File: config.mk
export PLATFORM = sky130hd
export DESIGN_NAME = seq_mul6
export DESIGN_NICKNAME = d
export VERILOG_FILES = /design/src/rtl/seq_mul6.sv
export SDC_FILE = /design/constraint.sdc
export NUM_CORES = 1
export LEC_CHECK = 0
export BUFFER_PORTS_ARGS = -buffer_cell sky130_fd_sc_hd__buf_2
export CORE_ASPECT_RATIO = 0.7
export CORE_UTILIZATION = 25
export DETAILED_ROUTE_END_ITERATION = 16
export PLACE_DENSITY_LB_ADDON = 0.2
export SLEW_MARGIN = 5
export SYNTH_ARGS = -nofsm -noshare
export SYNTH_HDL_FRONTEND = slang
export SYNTH_SLANG_ARGS = --single-unit
File: constraint.sdc
create_clock -name clk -period 2.7 [get_ports clk]
set_clock_uncertainty 0.1 [all_clocks]
set_input_delay 0.135 -clock clk [delete_from_list [all_inputs] [get_ports clk]]
set_output_delay 0.135 -clock clk [all_outputs]
set_load 0.005 [all_outputs]
File: src/rtl/seq_mul6.sv
// seq_mul6: 6-bit unsigned shift-add multiplier built around an external prefix adder.
// Optional feature: define SEQ_MUL6_ZERO_BYPASS_EN to short-cut zero operands straight to DONE.
module seq_mul6 #(
  parameter int WIDTH = 6
) (
  input  logic               clk,
  input  logic               rst_n,
  input  logic               in_valid,
  output logic               in_ready,
  input  logic [WIDTH-1:0]   a,
  input  logic [WIDTH-1:0]   b,
  output logic               out_valid,
  input  logic               out_ready,
  output logic [2*WIDTH-1:0] p,
  output logic [WIDTH-1:0]   add_x,
  output logic [WIDTH-1:0]   add_y,
  input  logic [WIDTH-1:0]   add_s,
  input  logic               add_cout,
  output logic               busy
);

  typedef enum logic [1:0] {
    ST_IDLE = 2'd0,
    ST_RUN  = 2'd1,
    ST_DONE = 2'd2
  } state_e;

  localparam logic [2:0] CNT_INIT = 3'(WIDTH);

  state_e           state_q, state_d;
  logic [WIDTH-1:0] acc_hi_q, acc_hi_d;
  logic [WIDTH-1:0] acc_lo_q, acc_lo_d;
  logic [WIDTH-1:0] mcand_q, mcand_d;
  logic [2:0]       cnt_q, cnt_d;

  // State and datapath registers with synchronous active-low reset.
  always_ff @(posedge clk) begin
    if (!rst_n) begin
      state_q  <= ST_IDLE;
      acc_hi_q <= {WIDTH{1'b0}};
      acc_lo_q <= {WIDTH{1'b0}};
      mcand_q  <= {WIDTH{1'b0}};
      cnt_q    <= 3'd0;
    end else begin
      state_q  <= state_d;
      acc_hi_q <= acc_hi_d;
      acc_lo_q <= acc_lo_d;
      mcand_q  <= mcand_d;
      cnt_q    <= cnt_d;
    end
  end

  // Next-state logic: load in IDLE, one adder pass plus right shift per RUN cycle.
  always_comb begin
    state_d  = state_q;
    acc_hi_d = acc_hi_q;
    acc_lo_d = acc_lo_q;
    mcand_d  = mcand_q;
    cnt_d    = cnt_q;
    case (state_q)
      ST_IDLE: begin
        if (in_valid) begin
          acc_hi_d = {WIDTH{1'b0}};
          acc_lo_d = b;
          mcand_d  = a;
          cnt_d    = CNT_INIT;
          state_d  = ST_RUN;
`ifdef SEQ_MUL6_ZERO_BYPASS_EN
          if ((a == {WIDTH{1'b0}}) || (b == {WIDTH{1'b0}})) begin
            acc_lo_d = {WIDTH{1'b0}};
            state_d  = ST_DONE;
          end else begin
            state_d  = ST_RUN;
          end
`else
`endif
        end else begin
          state_d = ST_IDLE;
        end
      end
      ST_RUN: begin
        // The adder carry becomes the new top bit of the shifted accumulator.
        {acc_hi_d, acc_lo_d} = {add_cout, add_s, acc_lo_q[WIDTH-1:1]};
        cnt_d = cnt_q - 3'd1;
        if (cnt_q == 3'd1) begin
          state_d = ST_DONE;
        end else begin
          state_d = ST_RUN;
        end
      end
      ST_DONE: begin
        if (out_ready) begin
          state_d = ST_IDLE;
        end else begin
          state_d = ST_DONE;
        end
      end
      default: begin
        state_d = ST_IDLE;
      end
    endcase
  end

  // in_ready is gated by rst_n so nothing is accepted while reset is asserted.
  assign in_ready  = (state_q == ST_IDLE) && rst_n;
  assign out_valid = (state_q == ST_DONE);
  assign busy      = (state_q == ST_RUN);
  assign p         = {acc_hi_q, acc_lo_q};
  assign add_x     = acc_hi_q;
  assign add_y     = acc_lo_q[0] ? mcand_q : {WIDTH{1'b0}};

endmodule
* After elaboration in Yosys (flattened, before gate mapping)
Cells that the tools add are included.
Cells by class: multiplexer cells 11, eq/ne operators 4, add/sub/neg operators 1, reductions and logical operators 5
Operators by type and width (count):
- $pmux W6 S2 | 2
- $mux W6 | 3
- $pmux W2 S3 | 1
- $pmux W3 S2 | 1
- $mux W2 | 2
- $reduce_and A2 Y1 | 2
- $eq A3 B1 Y1 const B | 1
- $mux W3 | 1
- $sub A3 B1 Y3 const B | 1
- $eq A2 B1 Y1 const B | 1
- $eq A2 B2 Y1 const B | 1
- $logic_not A2 Y1 | 1
- $ne A2 B2 Y1 const B | 1
- $reduce_bool A2 Y1 | 1
- $logic_and A1 B1 Y1 | 1
- $mux W1 | 1
Storage, ports and cells: bits of input ports 23, output and inout bits 27, word-level logic and storage cells 26, bits in registers 23

* Logic depth before layout (Yosys ltp)
word-level depth 3, mapped depth 6, gate-level depth less buffers 5

* Least setup slack after synthesis
OpenSTA, ideal clock, no wires.
path type reg2reg, start point register state_q[1], end point register cnt_q[2], setup slack 1.419 ns, period minus slack after synthesis 1.281 ns, stages on the path, launching flop included 7, data required time 2.476 ns, library setup time 0.124 ns, data arrival time 1.057 ns, path buffers 2, cell sequence dfxtp_1 nand2b_1 buf_2 inv_2 buf_2 o31ai_1 a21oi_1
On the way: word-level cells in the longest chain between the ends 3, elaborated cells between the ends (all ways) 6, those cells by class eq/ne (2); mux (1); reduce/logical (3)
RTL lines:
- start, declared | RTL line 30 | state_e state_q, state_d;
- start signal, assigned | RTL line 45 | state_q <= state_d;
- $eq A2 B1 Y1 *
- named net busy | RTL line 19 | output logic busy
- $reduce_bool A2 Y1 (no line)
- $reduce_and A2 Y1 (no line)
- end signal, assigned | RTL line 49 | cnt_q <= cnt_d;
- end, declared | RTL line 34 | logic [2:0] cnt_q, cnt_d;
The timed path passes the listed nets; every way through them passes the cells marked *. A chain may end at the register's enable or synchronous reset.

* Final worst setup path
start point register state_q[1], end point output port busy
On the way: word-level cells in the longest chain between the ends 1
RTL lines:
- $eq A2 B1 Y1 | RTL line 107 | assign busy = (state_q == ST_RUN);
- end, declared | RTL line 19
No other way between the ends.

==> reports/qor.csv <==
metric;value;unit
cp_data_arrival_time;1530;ps
clock_latency;260;ps
max_slew_margin;52.7;%
worstMarginPinSlew;707;ps
synth.area.top_cells;dfxtp_1 42%, nand3_1 8.3%, o21ai_1 8.3%;
synth.largest_area_cell;dfxtp_1;
final_max_slew_viol_count;0;
period_minus_slack;1760;ps
grt-ovfl-total;0;
p_sw_share;27.0;%
cts_htree_levels;1;
layout-drive-gt1-share;34.1;%
fp-row-count;19;
die_h;57.1;um
required;2470;ps
powerDensity;509;nW/um^2
syn_area;1090;um^2
core_area;4040;um^2
fill_cells;423;
initial_utilization;26.9;%
clkSinkCount;23;
p_comb_share;19.6;%
ioPinCount;50;
grt_pass1_vias;933;
internal-power;540;uW
dpl.hpwl;1.78;mm
drc;0;
hold_violations;0;
syn_inst;125;
crit_chain;nand2b_1, inv_2, buf_2;
critPathLaunchType;flip-flop;
cts_made_buffers;3;
dr.pass1.iters;4;
wl_per_cell;11.2;um
fp.dieArea;4620;um^2
final_antenna_net_count;0;
hold_depth;3;
cts_setup_buffers;0;
ys_seq_elements;23;
synth_fp_nets;150;
status;complete, no violations;
crit_slowest_cell;dfxtp_1;
fmax;567;MHz
clk_path_buf_depth;2;
place_congestion;0.690;
leakage;0.000659;uW
finalCritPeriodShare;65.4;%
p_total;739;uW
critPathKind;reg2out;
vdd_drop_max;0.195;mV
root_buffer;clkbuf_8;
area_growth;33.6;%
antennaDiodeCount;0;
ff2ff_path_depth;5;
ctsResizeCount;0;
finalWirelength;2.51;mm
min_path_type;in2reg;
cap_violations;0;
end_kind;primary output;
grt_pass1_wl;4.12;mm
dr.first_iter.drc_count;50;
power.switching;199;uW
cts.clk_slew.worst_paths;80;ps
grt_start_max_net_pins;39;
path_max_fanout;13;
numPortBuffers;49;
power_frac_clock;28.4;%
final_nets;199;
cts_tree;done;
antenna_found_initial;0;
ys_seq_area_share;42.4;%
pwr-share-seq;52.1;%
fp.dieW;80.8;um
ys_warn_count;0;
final.setup.tns;0;ps
synth_cell_types;29;
slowest_delay;540;ps
vias_per_cell;4.37;
syn_avg_cell_area;8.69;um^2
finalSetupViolations;0;
rsz0062_at_grt;false;
synth_top_area_share;42.4;%
dr_total_vias;983;
track_usage;11.6;%
==> logic make-up (layout without fill, tap and decap cells) <==
group | Yosys count | in the layout | synth area share (%)
mux | 6 | 6 | 5.53
fa+ha+maj | 2 | 2 | 2.30
buf+inv | 20 | 68 | 10.3
flops | 23 | 23 | 42.4
compound gates | 31 | 31 | 17.1
simple gates | 43 | 43 | 22.5
==> placed cells by master (no fill, tap or decap), types with 2 or more instances in the layout <==
master / Yosys / layout
o211ai_1: 6 / 6
buf_4: 6 / 2
mux2i_1: 6 / 6
o21ai_1: 18 / 18
dlygate4sd3_1: 0 / 9
nand2_1: 8 / 8
a21oi_1: 2 / 2
inv_1: 3 / 3
and2_1: 7 / 7
clkbuf_8: 0 / 3
buf_2: 5 / 49
nand2b_1: 2 / 2
dfxtp_1: 23 / 23
ha_1: 2 / 2
nand3_1: 18 / 18
nor2b_1: 2 / 2
==> cell type report <==
| cell class | instances | area, um^2 | area share [%] |
|---|---|---|---|
| well taps | 52 | 65.1 | 4.48 |
| clock inverters | 1 | 5.00 | 0.345 |
| clock buffers | 3 | 41.3 | 2.84 |
| multi-input cells | 82 | 514 | 35.4 |
| flip-flops and latches | 23 | 460 | 31.7 |
| inverters | 4 | 15.0 | 1.03 |
| repair buffers | 60 | 350 | 24.1 |
==> worst max-delay path: cells and delay by family, from the launching register on <==
kind,cells,cell delay [ps]
and+or+nand+nor,1,370
buffers and inverters,2,360
DFF,1,540
==> power groups by stage <==
stage / Sequential (uW) / Combinational [uW] / Clock [uW]
floorplan: 391 / 91.3 / 0
global placement: 392 / 135 / 0
CTS: 385 / 146 / 226
finish: 385 / 145 / 210
detailed placement: 393 / 136 / 0
global route: 389 / 162 / 235
==> what timing repair did <==
item | CTS | global route
hold buffers | 9 | 0
endpoints found under the hold margin | 9 | 0
setup endpoints to repair | 0 | 0
==> layer usage <==
layer	vias up	global-route usage, %	part of all wire (%)
li1	526	-	-
met1	425	14.8	50
met2	30	19.2	43
met3	2	4.32	6.7
met4	0	1.53	0.40
met5	-	0	0
==> synthesized netlist by cell type, drive strengths merged <==
| library cell | number |
|---|---|
| nand2 | 8 |
| a31o | 1 |
| nand2b | 2 |
| inv | 4 |
| nor3 | 1 |
| clkbuf | 3 |
| buf | 13 |
| and2 | 7 |
| dfxtp | 23 |
| nor2b | 2 |
| nand3b | 1 |
| o2bb2ai | 1 |
| or3b | 1 |
| o311a | 1 |
| mux2i | 6 |
| o21ai | 19 |
| o31ai | 1 |
| a21oi | 2 |
| nor2 | 1 |
| nor3b | 2 |
| nand3 | 18 |
| ha | 2 |
| o211ai | 6 |
==> sequential cells by signal (all words and copies together), names as in the netlist <==
name,count
mcand_q,6
state_q,2
acc_lo_q,6
add_x,6
cnt_q,3
==> worst paths after layout <==
check                           from                       to  slack (ps)
max            state_q[1]$_SDFF_PN0_                     busy         940
min                         add_s[2]    add_x[1]$_SDFFE_PN0P_          10
max reg2reg    state_q[0]$_SDFF_PN0_  mcand_q[3]$_SDFFE_PN0P_         950
min reg2reg  mcand_q[5]$_SDFFE_PN0P_  mcand_q[5]$_SDFFE_PN0P_         350
==> metrics by stage <==
stage	worst slack (ps)	cell area, um^2	instances	util (%)	hold WS, ps
4_1_cts	910	1450	225	35.9	3.21
3_5_place_dp	964	1320	212	32.5	267
2_1_floorplan	1420	1090	125	-	172
5_1_grt	813	1450	225	35.9	34.3
3_3_place_gp	1040	1320	212	32.5	263
6_report	935	1450	225	35.9	9.79
(Power assumes the default switching activity.)
